--- src/rtl/rv_mem_arb_if.sv ---
// Bus bundle for rv_mem_arb: fetch request/response, data request/response, and the
// single-port memory side. The arbiter uses the slave modport; the core and memory use master.
interface rv_mem_arb_if #(
  parameter int ADDR_W = 32,
  parameter int DATA_W = 32
);
  localparam int BE_W = DATA_W / 8;

  logic              if_req_valid;
  logic [ADDR_W-1:0] if_req_addr;
  logic              if_req_ready;
  logic              if_rsp_valid;
  logic [DATA_W-1:0] if_rsp_data;

  logic              dm_req_valid;
  logic [ADDR_W-1:0] dm_req_addr;
  logic              dm_req_wr_en;
  logic [DATA_W-1:0] dm_req_wr_data;
  logic [BE_W-1:0]   dm_req_be;
  logic              dm_req_ready;
  logic              dm_rsp_valid;
  logic [DATA_W-1:0] dm_rsp_data;

  logic              mem_rd_en;
  logic              mem_wr_en;
  logic [ADDR_W-1:0] mem_addr;
  logic [DATA_W-1:0] mem_wr_data;
  logic [BE_W-1:0]   mem_be;
  logic [DATA_W-1:0] mem_rd_data;

  modport slave (
    input  if_req_valid, if_req_addr,
    output if_req_ready, if_rsp_valid, if_rsp_data,
    input  dm_req_valid, dm_req_addr, dm_req_wr_en, dm_req_wr_data, dm_req_be,
    output dm_req_ready, dm_rsp_valid, dm_rsp_data,
    output mem_rd_en, mem_wr_en, mem_addr, mem_wr_data, mem_be,
    input  mem_rd_data
  );

  modport master (
    output if_req_valid, if_req_addr,
    input  if_req_ready, if_rsp_valid, if_rsp_data,
    output dm_req_valid, dm_req_addr, dm_req_wr_en, dm_req_wr_data, dm_req_be,
    input  dm_req_ready, dm_rsp_valid, dm_rsp_data,
    input  mem_rd_en, mem_wr_en, mem_addr, mem_wr_data, mem_be,
    output mem_rd_data
  );
endinterface

--- src/rtl/rv_mem_arb.sv ---
// Fetch/data arbiter for one single-port 1-cycle-latency memory; data port has priority.
// Define MEM_ARB_STARVE_GUARD_EN to bound fetch wait to MAX_DM_BURST consecutive data grants.
module rv_mem_arb #(
  parameter int ADDR_W       = 32,
  parameter int DATA_W       = 32,
  parameter int MAX_DM_BURST = 4
) (
  input  logic        clk,
  input  logic        rst,
  rv_mem_arb_if.slave bus
);
  localparam int BE_W = DATA_W / 8;

  typedef enum logic [1:0] {
    RSP_NONE = 2'd0,
    RSP_IF   = 2'd1,
    RSP_DM   = 2'd2
  } rsp_sel_e;

  rsp_sel_e          rsp_sel_d, rsp_sel_q;
  logic              force_if;
  logic              gnt_dm, gnt_if;
  logic              mem_rd_en, mem_wr_en;
  logic [ADDR_W-1:0] mem_addr;
  logic [DATA_W-1:0] mem_wr_data;
  logic [BE_W-1:0]   mem_be;

  if (MAX_DM_BURST < 1) begin : g_param_chk
    $error("rv_mem_arb: MAX_DM_BURST must be at least 1");
  end

`ifdef MEM_ARB_STARVE_GUARD_EN
  localparam int               CNT_W   = $clog2(MAX_DM_BURST + 1);
  localparam logic [CNT_W-1:0] CNT_MAX = CNT_W'(MAX_DM_BURST);

  logic [CNT_W-1:0] starve_cnt_d, starve_cnt_q;

  // Once fetch has watched MAX_DM_BURST data grants in a row it takes the next slot.
  assign force_if = bus.if_req_valid & (starve_cnt_q == CNT_MAX);

  always_comb begin
    starve_cnt_d = starve_cnt_q;
    if (!bus.if_req_valid || gnt_if) begin
      starve_cnt_d = '0;
    end else if (gnt_dm && (starve_cnt_q != CNT_MAX)) begin
      starve_cnt_d = starve_cnt_q + CNT_W'(1);
    end
  end

  always_ff @(posedge clk) begin
    if (rst) starve_cnt_q <= '0;
    else     starve_cnt_q <= starve_cnt_d;
  end
`else
  assign force_if = 1'b0;
`endif

  always_comb begin
    gnt_dm      = ~rst & bus.dm_req_valid & ~force_if;
    gnt_if      = ~rst & bus.if_req_valid & ~gnt_dm;
    mem_rd_en   = 1'b0;
    mem_wr_en   = 1'b0;
    mem_addr    = '0;
    mem_wr_data = '0;
    mem_be      = '0;
    rsp_sel_d   = RSP_NONE;
    if (gnt_dm) begin
      mem_addr    = bus.dm_req_addr;
      mem_wr_data = bus.dm_req_wr_data;
      mem_be      = bus.dm_req_be;
      mem_wr_en   = bus.dm_req_wr_en;
      mem_rd_en   = ~bus.dm_req_wr_en;
      rsp_sel_d   = bus.dm_req_wr_en ? RSP_NONE : RSP_DM;
    end else if (gnt_if) begin
      mem_addr  = bus.if_req_addr;
      mem_rd_en = 1'b1;
      mem_be    = '1;
      rsp_sel_d = RSP_IF;
    end
  end

  // Remembers who owns the read data arriving next cycle.
  always_ff @(posedge clk) begin
    if (rst) rsp_sel_q <= RSP_NONE;
    else     rsp_sel_q <= rsp_sel_d;
  end

  assign bus.if_req_ready = gnt_if;
  assign bus.dm_req_ready = gnt_dm;
  assign bus.mem_rd_en    = mem_rd_en;
  assign bus.mem_wr_en    = mem_wr_en;
  assign bus.mem_addr     = mem_addr;
  assign bus.mem_wr_data  = mem_wr_data;
  assign bus.mem_be       = mem_be;

  // A response in flight when reset hits is dropped, not delivered.
  assign bus.if_rsp_valid = ~rst & (rsp_sel_q == RSP_IF);
  assign bus.dm_rsp_valid = ~rst & (rsp_sel_q == RSP_DM);
  assign bus.if_rsp_data  = bus.mem_rd_data;
  assign bus.dm_rsp_data  = bus.mem_rd_data;
endmodule

--- src/flat_wrapper.sv ---
// flat-port wrapper written by rule: the top's interface ports become plain ports
module rv_mem_arb_flat 
#(
  parameter int ADDR_W       = 32,
  parameter int DATA_W       = 32,
  parameter int MAX_DM_BURST = 4
)
  (clk, rst, bus_if_req_valid, bus_if_req_addr, bus_if_req_ready, bus_if_rsp_valid, bus_if_rsp_data, bus_dm_req_valid, bus_dm_req_addr, bus_dm_req_wr_en, bus_dm_req_wr_data, bus_dm_req_be, bus_dm_req_ready, bus_dm_rsp_valid, bus_dm_rsp_data, bus_mem_rd_en, bus_mem_wr_en, bus_mem_addr, bus_mem_wr_data, bus_mem_be, bus_mem_rd_data);
  rv_mem_arb_if #(.ADDR_W(ADDR_W), .DATA_W(DATA_W)) bus_i ();
  input  logic clk;
  input  logic rst;
  input wire logic [$bits(bus_i.if_req_valid)-1:0] bus_if_req_valid;
  input wire logic [$bits(bus_i.if_req_addr)-1:0] bus_if_req_addr;
  output wire logic [$bits(bus_i.if_req_ready)-1:0] bus_if_req_ready;
  output wire logic [$bits(bus_i.if_rsp_valid)-1:0] bus_if_rsp_valid;
  output wire logic [$bits(bus_i.if_rsp_data)-1:0] bus_if_rsp_data;
  input wire logic [$bits(bus_i.dm_req_valid)-1:0] bus_dm_req_valid;
  input wire logic [$bits(bus_i.dm_req_addr)-1:0] bus_dm_req_addr;
  input wire logic [$bits(bus_i.dm_req_wr_en)-1:0] bus_dm_req_wr_en;
  input wire logic [$bits(bus_i.dm_req_wr_data)-1:0] bus_dm_req_wr_data;
  input wire logic [$bits(bus_i.dm_req_be)-1:0] bus_dm_req_be;
  output wire logic [$bits(bus_i.dm_req_ready)-1:0] bus_dm_req_ready;
  output wire logic [$bits(bus_i.dm_rsp_valid)-1:0] bus_dm_rsp_valid;
  output wire logic [$bits(bus_i.dm_rsp_data)-1:0] bus_dm_rsp_data;
  output wire logic [$bits(bus_i.mem_rd_en)-1:0] bus_mem_rd_en;
  output wire logic [$bits(bus_i.mem_wr_en)-1:0] bus_mem_wr_en;
  output wire logic [$bits(bus_i.mem_addr)-1:0] bus_mem_addr;
  output wire logic [$bits(bus_i.mem_wr_data)-1:0] bus_mem_wr_data;
  output wire logic [$bits(bus_i.mem_be)-1:0] bus_mem_be;
  input wire logic [$bits(bus_i.mem_rd_data)-1:0] bus_mem_rd_data;
  assign bus_i.if_req_valid = bus_if_req_valid;
  assign bus_i.if_req_addr = bus_if_req_addr;
  assign bus_if_req_ready = bus_i.if_req_ready;
  assign bus_if_rsp_valid = bus_i.if_rsp_valid;
  assign bus_if_rsp_data = bus_i.if_rsp_data;
  assign bus_i.dm_req_valid = bus_dm_req_valid;
  assign bus_i.dm_req_addr = bus_dm_req_addr;
  assign bus_i.dm_req_wr_en = bus_dm_req_wr_en;
  assign bus_i.dm_req_wr_data = bus_dm_req_wr_data;
  assign bus_i.dm_req_be = bus_dm_req_be;
  assign bus_dm_req_ready = bus_i.dm_req_ready;
  assign bus_dm_rsp_valid = bus_i.dm_rsp_valid;
  assign bus_dm_rsp_data = bus_i.dm_rsp_data;
  assign bus_mem_rd_en = bus_i.mem_rd_en;
  assign bus_mem_wr_en = bus_i.mem_wr_en;
  assign bus_mem_addr = bus_i.mem_addr;
  assign bus_mem_wr_data = bus_i.mem_wr_data;
  assign bus_mem_be = bus_i.mem_be;
  assign bus_i.mem_rd_data = bus_mem_rd_data;
  rv_mem_arb #(.ADDR_W(ADDR_W), .DATA_W(DATA_W), .MAX_DM_BURST(MAX_DM_BURST)) u_core (.clk(clk), .rst(rst), .bus(bus_i));
endmodule
--- config.mk ---
export PLATFORM = sky130hd
export DESIGN_NAME = rv_mem_arb_flat
export DESIGN_NICKNAME = d
export VERILOG_FILES = /design/src/rtl/rv_mem_arb_if.sv /design/src/rtl/rv_mem_arb.sv /design/src/flat_wrapper.sv
export SDC_FILE = /design/constraint.sdc
export NUM_CORES = 1
export LEC_CHECK = 0
export ABC_AREA = 1
export BUFFER_PORTS_ARGS = -buffer_cell sky130_fd_sc_hd__buf_2
export CAP_MARGIN = 20
export CORE_AREA = 8 8 102 104
export DETAILED_ROUTE_END_ITERATION = 16
export DIE_AREA = 0 0 110 112
export GPL_TIMING_DRIVEN = 0
export PLACE_DENSITY = 0.67
export SLEW_MARGIN = 20
export SYNTH_ARGS = -nofsm -noshare
export SYNTH_HDL_FRONTEND = slang
export SYNTH_SLANG_ARGS = --single-unit
export TNS_END_PERCENT = 10
--- constraint.sdc ---
create_clock -name clk -period 1 [get_ports clk]
set_input_delay 0.1 -clock clk [delete_from_list [all_inputs] [get_ports clk]]
set_output_delay 0.1 -clock clk [all_outputs]
set_load 0.05 [all_outputs]
=== After elaboration in Yosys (flattened, before gate mapping) ===
Index checks and enable logic that the tools add are counted.

* Bits in registers: 2
* Input bits: 137
* Output and inout bits: 138
* Logic and storage cells: 22

* Equal/unequal tests: 2
* Mux-type cells: 11
* Bitwise gates (word level): 8

{| class="wikitable"
|+ Operator list
! kind !! count
|-
| two-way mux 32 bit || 3
|-
| two-way mux 4 bit || 2
|-
| bitwise AND 1 bit || 5
|-
| two-way mux 1 bit || 4
|-
| two-way mux 2 bit || 2
|-
| NOT 1 bit || 3
|-
| equality test 2 x 1 -> 1 bit, second input constant || 1
|-
| equality test 2 bit, second input constant || 1
|}

=== Logic depth before layout (Yosys ltp) ===
* Word-level depth: 6
* Depth in mapped cells: 6
* Depth with buffers taken out: 5

=== Worst setup path after synthesis ===
Ideal clock, no wire load.

* Path kind: input to output
* From: input rst
* To: output bus_mem_rd_en
* Arrival time: 1.378 ns
* Data required time: 0.900 ns
* Path slack: -0.478 ns
* Cell stages on the path: 3
* Buffers on the path: 0
* Cells stage by stage: inv_2 > nand2_4 > o21ai_0

* Word-level cells in the longest chain between the ends: 6
* Elaborated cells on any way between the ends: 7
* Classes of those cells: 2 x mux; 5 x bitwise

{| class="wikitable"
|+ Ends and longest elaborated chain
! element !! RTL line !! RTL
|-
| start, declared || flat_wrapper.sv:11 || <nowiki>input logic rst;</nowiki>
|-
| NOT 1 bit * || rv_mem_arb.sv:59, rv_mem_arb.sv:60 ||
|-
| bitwise AND 1 bit || rv_mem_arb.sv:59 || <nowiki>gnt_dm = ~rst & bus.dm_req_valid & ~force_if;</nowiki>
|-
| NOT 1 bit || rv_mem_arb.sv:60 || <nowiki>gnt_if = ~rst & bus.if_req_valid & ~gnt_dm;</nowiki>
|-
| bitwise AND 1 bit || rv_mem_arb.sv:60 ||
|-
| two-way mux 1 bit || rv_mem_arb.sv:74 || <nowiki>end else if (gnt_if) begin</nowiki>
|-
| two-way mux 1 bit * || rv_mem_arb.sv:67 || <nowiki>if (gnt_dm) begin</nowiki>
|-
| end, declared || flat_wrapper.sv:25 || <nowiki>output wire logic [$bits(bus_i.mem_rd_en)-1:0] bus_mem_rd_en;</nowiki>
|}

Mark *: on every way between the ends. The rest lies on a longest branch, timed or not.

=== Worst setup path after layout ===
* From: input rst
* To: output bus_mem_wr_data[24]

* Word-level cells in the longest chain between the ends: 3

{| class="wikitable"
|+ Ends and longest elaborated chain
! element !! RTL line !! RTL
|-
| NOT 1 bit || rv_mem_arb.sv:59 ||
|-
| bitwise AND 1 bit || rv_mem_arb.sv:59 ||
|-
| two-way mux 32 bit || rv_mem_arb.sv:67 ||
|-
| end, declared || flat_wrapper.sv:28 || <nowiki>output wire logic [$bits(bus_i.mem_wr_data)-1:0] bus_mem_wr_data;</nowiki>
|}

Every way passes these cells.

==> out/results.txt <==
Status = complete, no violations
Mean cell area of the mapped netlist = 5.28 µm²
Chain of cells forming the critical path = buf_8, clkinv_8, nand2_8, buf_2, nor2_1, buf_6
Die width = 110 µm
Die outline area = 12,300 µm²
Total of warnings raised by yosys = 0
Synth top area share = 34.3%
Post-synthesis net count = 402
Effective utilization at floorplan = 15.7%
Synthesized area = 1400 µm²
# Max-Cap Violations = 0
Bufs on Longest Clock Path = 2
Leading cell types by total area after synthesis = sky130_fd_sc_hd__buf_4 34%, sky130_fd_sc_hd__nand2_1 20%, sky130_fd_sc_hd__nand4_1 14%
CP Data Required Time = 0.90 ns
Area of the core region = 8890 µm²
Total inserted antenna cells = 0
Largest regs = u_core.rsp_sel_q (2)
DRC violations left = 0
TritonCTS clock tree = done
Slowest stage cell on the critical path = sky130_fd_sc_hd__buf_6
Worst setup slack before clock tree synthesis = -0.420 ns
Worst hold path class = in2reg
Combinational family with the most area after synthesis = buffers and inverters
Number of setup violations in the final report = 0
Placed wire-length estimate = 7680 µm
Critical path endpoint category = output port
Global router's overall resource usage = 13.4%
FP Rows = 35
Number of sinks driven by the clock tree = 2
Tightest slew margin relative to the limit = 82.0%
Final Slew Violations = 0
Aggregate global routing overflow = 0
Number of vias per cell = 4.03
Dominant cell type by area after synthesis = sky130_fd_sc_hd__buf_4
Number of cells in the finished layout apart from fillers = 627
Total Power Consumption = 2.77 mW
Adder-cell share of the synthesized area = 0%
Signal arrival time at the worst endpoint = 0.90 ns
Placed Cells incl. Taps = 617
Largest fanout on the critical path = 10
Pwr Density = 783 nW/µm²
Clock period minus final worst setup slack = 0.999 ns
Initial DRC Count = 107
Number of cells produced by synthesis = 265
Type of origin of the critical path = primary input
Fin worst setup slack = 0.000721 ns
Total number of vias = 2,526
Area Overhead vs Synth = 153%
Remaining number of nets flagged by the antenna check after routing = 0
First drt pass iteration count = 4
Peak clock frequency supported by timing = 1.00 GHz
Final cycle utilization of the critical path = 99.9%
Total CTS buffers = 3
Routed WL = 9430 µm
Critical path class = in2out
Unrepaired setup endpoints after global routing = true
Number of antenna violations at the first check in global routing = 0
Flops & latches, synth = 2
Worst-margin pin slew = 0.271 ns
Fraction of the mapped netlist area in simple logic gates = 44.8%
Top Ports = 275
Worst vdd rail ir drop = 0.000397 V
Hold Startpoint = bus_dm_req_wr_en
Share of post-route cells with drive strength above 1 = 71.7%
Die H = 112 µm
Xor and xnor fraction of the mapped netlist area = 0%
Pin count of the biggest net entering global routing = 11
Routed length per placed instance = 15.0 µm
Commonest non-fill, non-tap cells in the layout = 171 x sky130_fd_sc_hd__buf_2, 84 x sky130_fd_sc_hd__buf_4, 53 x sky130_fd_sc_hd__buf_6
Share of synthesized area occupied by flip-flops and latches = 2.86%
Final GP Congestion = 0.787
Global-route wire length before repair = 13,200 µm
Number of distinct library cells after synthesis = 15
Post-layout net count = 655
Biggest register = u_core.rsp_sel_q
Compound-cell area share of the yosys netlist = 0.358%
Number of global-route vias before repair = 2,555
Beginning of the critical path = rst
Cts hold-fix bufs = 0
Share of synthesized area spent on multiplexers = 0%
Post-CTS clock slew at the launch and capture registers of the worst setup and hold paths = 0.03 ns
CTS root buf = sky130_fd_sc_hd__clkbuf_8
Reported leakage power = 2.20 nW
Slowest stage delay, CP = 0.19 ns
Number of port buffers = 241
Final Hold Violating Endpoints = 0
Commonest non-fill, non-tap cell in the layout = sky130_fd_sc_hd__buf_2
H-tree depth = 1
Largest register FFs = 2
## Yosys cell counts
library cell,n
sky130_fd_sc_hd__buf_2,12
sky130_fd_sc_hd__buf_4,64
sky130_fd_sc_hd__buf_6,3
sky130_fd_sc_hd__clkbuf_1,1
sky130_fd_sc_hd__dfxtp_1,2
sky130_fd_sc_hd__inv_1,36
sky130_fd_sc_hd__inv_2,2
sky130_fd_sc_hd__inv_4,1
sky130_fd_sc_hd__nand2_1,73
sky130_fd_sc_hd__nand2_4,1
sky130_fd_sc_hd__nand3_1,1
sky130_fd_sc_hd__nand4_1,32
sky130_fd_sc_hd__nor2_1,35
sky130_fd_sc_hd__nor3_1,1
sky130_fd_sc_hd__o21ai_0,1
## critical path: cells and delay by family
family                 cells  cell delay [ns]
buffers and inverters      4             0.56
and+or+nand+nor            2             0.24
## cell type report
type	count	area, µm²
Timing Repair Buffer	248	1760
Fill cell	944	5350
Inverter	39	179
Buffer	78	614
Multi-Input combinational cell	145	752
Tap cell	111	139
Sequential cell	2	42.5
Clock buffer	3	41.3
Timing Repair inverter	1	8.76
## final timing paths
check	end	slack, ns	cells past startpoint
worst min-delay path	u_core.rsp_sel_q[1]$_SDFF_PP0_	0.06	2
worst max-delay path	bus_mem_wr_data[24]	0.0007	6
## kinds of logic (layout without fill, tap and decap cells)
kind of cell / after synthesis / after routing
simple gates: 143 / 144
buf+inv: 119 / 369
flops: 2 / 2
compound gates: 1 / 1
## repair_timing
action | in CTS | in global routing
gates resized for setup | 163 | 49
pin swaps | 16 | 11
cloned | 4 | 1
setup buffers | 5 | 0
endpoints found under the setup margin | 74 | 66
## metrics by stage
step	setup TNS [ns]	cell area, µm²	util (%)	hold slack [ns]
global route	-0.772	3540	39.8	0.0820
global placement	-20.53	2760	31.0	0.294
finish	0	3540	39.8	0.0640
detailed placement	-20.12	2760	31.0	0.296
floorplan	-7.03	1410	-	0.172
CTS	-0.262	3370	37.9	0.0734
## layer usage
layer  up-vias  share of wire [%]  GRT usage [%]
met1      1096                 31           13.0
met4         0               0.98           2.34
met2       174                 52           25.3
li1       1247                  -              -
met5         -                  0              0
met3         9                 16           5.72
## report_power, final
group | internal [mW] | leakage (nW) | switching, mW
Combinational | 0.839 | 2.16 | 1.52
Clock | 0.255 | 0.0216 | 0.0709
Sequential | 0.0844 | 0.0172 | 0.00252
(Power assumes the default switching activity.)
